--- src/rtl/shift_sequencer_pkg.sv ---
// rtl/shift_sequencer_pkg.sv - shared op and state encodings for the serial shift unit
package shift_sequencer_pkg;

  // Shift operation encodings, shared with the ALU decoder.
  // 2'b10 is reserved and behaves as a logical right shift.
  typedef enum logic [1:0] {
    OP_SLL = 2'b00,
    OP_SRL = 2'b01,
    OP_RSV = 2'b10,
    OP_SRA = 2'b11
  } op_e;

  // Sequencer state encodings.
  typedef enum logic [1:0] {
    S_IDLE  = 2'b00,
    S_SHIFT = 2'b01,
    S_DONE  = 2'b10
  } state_e;

  // Default datapath width and matching shift-amount width.
  localparam int unsigned N_DEFAULT   = 32;
  localparam int unsigned SHW_DEFAULT = 5;

endpackage

--- src/rtl/shift_sequencer_step.sv ---
// rtl/shift_sequencer_step.sv - combinational single-bit shift step
module shift_step
  import shift_sequencer_pkg::*;
#(
  parameter int N = 32
) (
  input  logic [N-1:0] w_i,
  input  op_e          op_i,
  output logic [N-1:0] w_o
);

  // One-bit shift; SRA replicates the current MSB, which is the original sign bit.
  always_comb begin
    w_o = {1'b0, w_i[N-1:1]};
    case (op_i)
      OP_SLL:  w_o = {w_i[N-2:0], 1'b0};
      OP_SRA:  w_o = {w_i[N-1], w_i[N-1:1]};
      default: w_o = {1'b0, w_i[N-1:1]};
    endcase
  end

endmodule

--- src/rtl/shift_sequencer.sv ---
// rtl/shift_sequencer.sv - multi-cycle RV32 shift unit, one bit per cycle
module shift_sequencer
  import shift_sequencer_pkg::*;
#(
  parameter int N   = 32,
  parameter int SHW = 5
) (
  input  logic           clk,
  input  logic           rst,
  input  logic           start,
  input  logic [1:0]     op,
  input  logic [N-1:0]   a,
  input  logic [SHW-1:0] shamt,
  input  logic           flush,
  output logic           ready,
  output logic           busy,
  output logic           done,
  output logic [N-1:0]   result
);

  state_e         state_q, state_d;
  logic [SHW-1:0] count_q, count_d;
  logic [N-1:0]   work_q, work_d;
  op_e            op_q, op_d;
  logic [N-1:0]   result_q, result_d;
  logic           done_q, done_d;
  logic [N-1:0]   step_w;

  shift_step #(.N(N)) u_step (
    .w_i  (work_q),
    .op_i (op_q),
    .w_o  (step_w)
  );

  // Next-state logic: accept in IDLE, shift until the count runs out, report in DONE.
  // The result is captured on entry to DONE so it is stable while done is high.
  always_comb begin
    state_d  = state_q;
    count_d  = count_q;
    work_d   = work_q;
    op_d     = op_q;
    result_d = result_q;
    done_d   = 1'b0;

    if (flush) begin
      // Kill wins over a same-cycle start; operands and result stay untouched.
      state_d = S_IDLE;
    end else begin
      case (state_q)
        S_IDLE: begin
          if (start) begin
            work_d  = a;
            op_d    = op_e'(op);
            count_d = shamt;
            if (shamt == '0) begin
              state_d  = S_DONE;
              result_d = a;
              done_d   = 1'b1;
            end else begin
              state_d = S_SHIFT;
            end
          end
        end
        S_SHIFT: begin
          // count is at least 1 here, so the decrement never wraps.
          work_d  = step_w;
          count_d = count_q - SHW'(1);
          if (count_q == SHW'(1)) begin
            state_d  = S_DONE;
            result_d = step_w;
            done_d   = 1'b1;
          end
        end
        S_DONE: begin
          state_d = S_IDLE;
        end
        default: begin
          state_d = S_IDLE;
        end
      endcase
    end
  end

  // State, counter, operand and output registers with synchronous reset.
  always_ff @(posedge clk) begin
    if (rst) begin
      state_q  <= S_IDLE;
      count_q  <= '0;
      work_q   <= '0;
      op_q     <= OP_SLL;
      result_q <= '0;
      done_q   <= 1'b0;
    end else begin
      state_q  <= state_d;
      count_q  <= count_d;
      work_q   <= work_d;
      op_q     <= op_d;
      result_q <= result_d;
      done_q   <= done_d;
    end
  end

  assign ready  = (state_q == S_IDLE);
  assign busy   = (state_q == S_SHIFT) || (state_q == S_DONE);
  assign done   = done_q;
  assign result = result_q;

endmodule
--- config.mk ---
export PLATFORM = sky130hd
export DESIGN_NAME = shift_sequencer
export DESIGN_NICKNAME = d
export VERILOG_FILES = /design/src/rtl/shift_sequencer_pkg.sv /design/src/rtl/shift_sequencer_step.sv /design/src/rtl/shift_sequencer.sv
export SDC_FILE = /design/constraint.sdc
export NUM_CORES = 1
export LEC_CHECK = 0
export CORE_MARGIN = 3
export CORE_UTILIZATION = 51
export DETAILED_ROUTE_END_ITERATION = 10
export GPL_TIMING_DRIVEN = 0
export PLACE_DENSITY_LB_ADDON = 0.05
export SYNTH_ARGS = -nofsm -noshare
export SYNTH_HDL_FRONTEND = slang
export SYNTH_HIERARCHICAL = 1
export SYNTH_SLANG_ARGS = --single-unit
--- constraint.sdc ---
create_clock -name clk -period 2.8 [get_ports clk]
set_input_delay 0.56 -clock clk [delete_from_list [all_inputs] [get_ports clk]]
set_output_delay 0.56 -clock clk [all_outputs]
set_load 0.01 [all_outputs]
==> results.toml <==
[cells_and_area]
area_delta_synth_final_pct = 30.1
layout-drive-gt1-share_pct = 12.0
post-route-util_pct = 69.0
final_area_um2 = 4740
stdcell_count = 562
final_nets = 511
n_antenna_cell = 0

[power_and_ir_drop]
ir_drop_mv = 0.339
power.density_nw_per_um2 = 533
p_leak_nw = 1.60

[critical_path]
path_cells = "clkdlybuf4s50_1, or4_1, o21ai_1, clkbuf_1, a21oi_1, a211oi_1"
slowest_stage = "or4_1"
cp-start-kind = "input port"
worstPathArrival_ps = 2840
crit_fanout = 10
crit_required_ps = 3060
worstSetupPathType = "input port to register"
critPathMaxStageDelay_ps = 600
endpoint_kind = "register"

[cts]
cts.hold.buffers_added = 0
cts_tree = "built"
post_cts_resized = 0
cts_max_path_buffers = 2
clock-sinks = 74
clock_latency_ps = 350
cts.htree.levels = 3
clkTransAtPathRegs_ps = 80
postCtsSetupRepairBufs = 0
root_buffer = "clkbuf_8"
numCtsBuffers = 9

[timing]
tightest_slew_ps = 712
fin_crit_ps = 2590
drv_slew = 0
max-slew-margin-rel_pct = 52.5
rsz0062_at_grt = "no"
setup_violations = 0
finalHoldWorstSlack_ps = 462
finalClockSkew_ps = 14.5
fin_crit_sh_pct = 92.4
fmax_ghz = 0.386
hold_violations = 0
setup-tns-final_ps = 0

[synthesis]
ys.flop_type = "dfxtp_1"
synth_xor_area_share_pct = 0
synth_cell_types = 39
async_flop_share_pct = 0
ys_ff_latch = 74
yosys_warnings = 6
muxShareOfSynthArea_pct = 9.07
ys_seq_area_share_pct = 40.7
syn-cell-area_um2 = 3640
synthAdderAreaFrac_pct = 2.06
synth_edf_count = 0
synth_nets = 425
synth_cells = 376
synth_compound_area_share_pct = 32.1
synth_top_family_by_area = "compound AO/OA/AOI/OAI gates"
syn_area_per_cell_um2 = 9.68
synth-simple-area-share_pct = 7.56

[floorplanning]
rows = 30
die_y_um = 90.5
initial_utilization_pct = 53.0
die_area_um2 = 8190
io_pins = 78
die_x_um = 90.5
core_region_area_um2 = 6870

[routing]
wl_met1_mm = 4.20
vias = 3194
wl_per_cell_um = 15.9
wl_mm = 8.92
drt_pass1_iterations = 5
drc = 0
vias_per_cell = 5.68
drtIter0Drc = 122
wl_met2_mm = 4.14
highest_layer = "met4"
drtAntennaViolNets = 0
wl_met3_um = 466

[placed_design]
placed_area_um2 = 4510
place.gp.congestion = 0.814
dp_cells = 547
dp_hpwl_mm = 6.37
portBuffers = 75

[global_route]
grt_pass1_vias = 3124
antenna_found_initial = 0
grt_first_pass_wirelength_mm = 15.1
globalRouteOverflowTotal = 0
track_usage_pct = 22.4
grt_max_degree = 13

[job]
max_cap_violations = 0

[status]
run_status = "complete, no violations"

[hold_path]
hold_class = "input port to register"
==> path summary, 6_finish.rpt <==
check                          startpoint                      end  slack (ps)  cells past startpoint
setup reg to reg  state_q[0]$_SDFFE_PP0P_  work_q[13]$_SDFFE_PP0P_         550                      6
hold / removal                        rst  count_q[1]$_SDFFE_PP0P_         460                      2
setup / recovery                 shamt[2]  result[12]$_SDFFE_PP0P_         210                      6
hold reg to reg    work_q[0]$_SDFFE_PP0P_   work_q[0]$_SDFFE_PP0P_         510                      2
==> critical path: cells and delay by family <==
family,cells,cell delay (ps)
AND/OR/NAND/NOR,1,600
AO/OA/AOI/OAI,3,830
buffers and inverters,2,850
==> cell usage in the layout, fill, tap and decap left out, types with 2 or more instances in the layout <==
master,count
buf_4,3
a21oi_1,40
or3_1,2
clkdlybuf4s50_1,75
nor3_1,2
buf_2,11
clkbuf_8,11
buf_12,2
a22o_1,31
dfxtp_1,74
ha_1,6
nor2b_1,4
a211oi_1,53
o21ai_0,8
inv_1,10
nor2_1,37
clkinvlp_4,2
bufinv_16,2
and2_1,3
clkbuf_1,11
mux2i_1,33
a211oi_2,14
buf_6,7
nand2_1,6
==> cells in the mapped netlist, drive strengths merged, types with 2 or more instances <==
cell type / n / share of area [%]
clkbuf: 12 / 1.3
a211oi: 67 / 16
nor2b: 4 / 0.69
buf: 25 / 5.9
nand2: 6 / 0.62
nor2: 37 / 3.8
dfxtp: 74 / 41
nor3: 2 / 0.27
a221oi: 2 / 0.96
mux2i: 33 / 9.1
a21oi: 40 / 5.5
inv: 10 / 1.0
ha: 6 / 2.1
and2: 3 / 0.52
o21ai: 9 / 1.2
or3: 2 / 0.34
a22o: 31 / 7.5
==> flip-flops by register name (all words and copies together), names as in the netlist <==
name and flops:
count_q 5, done 1, op_q 2, result 32
state_q 2, work_q 32
==> routing by layer <==
layer	track usage, %	vias up
met1	30.7	1491
li1	-	1580
met4	7.27	0
met3	4.50	10
met5	0	-
met2	35.3	113
==> layout make-up <==
cell class / count / area (um2)
fill: 602 / 2130
sequential: 74 / 1480
tap: 96 / 120
clock inverter: 4 / 75.1
inverter: 10 / 37.5
timing repair buffer: 75 / 751
buffer: 38 / 272
multi-input combinational: 254 / 1850
clock buffer: 11 / 151
==> through the flow <==
stage               total power, W  setup slack (ps)
floorplan                  0.00145               753
global placement           0.00160              -110
detailed placement         0.00160              -129
CTS                        0.00254               213
global route               0.00264              94.1
finish                     0.00253               212
==> power by group <==
group,leakage (nW),internal (W),switching (W)
Clock,0.108,0.000546,0.000398
Combinational,0.890,0.000210,0.000230
Sequential,0.603,0.00110,0.0000395
==> cells by family (layout without fill, tap and decap cells) <==
group | count (synthesis) | after routing
adder cells (fa/ha/maj) | 6 | 6
multiplexers | 33 | 33
flip-flops | 74 | 74
AO/OA/AOI/OAI | 155 | 155
AND/OR/NAND/NOR | 60 | 60
buffers and inverters | 48 | 138
Note: power is estimated with default switching activity, not from simulation.
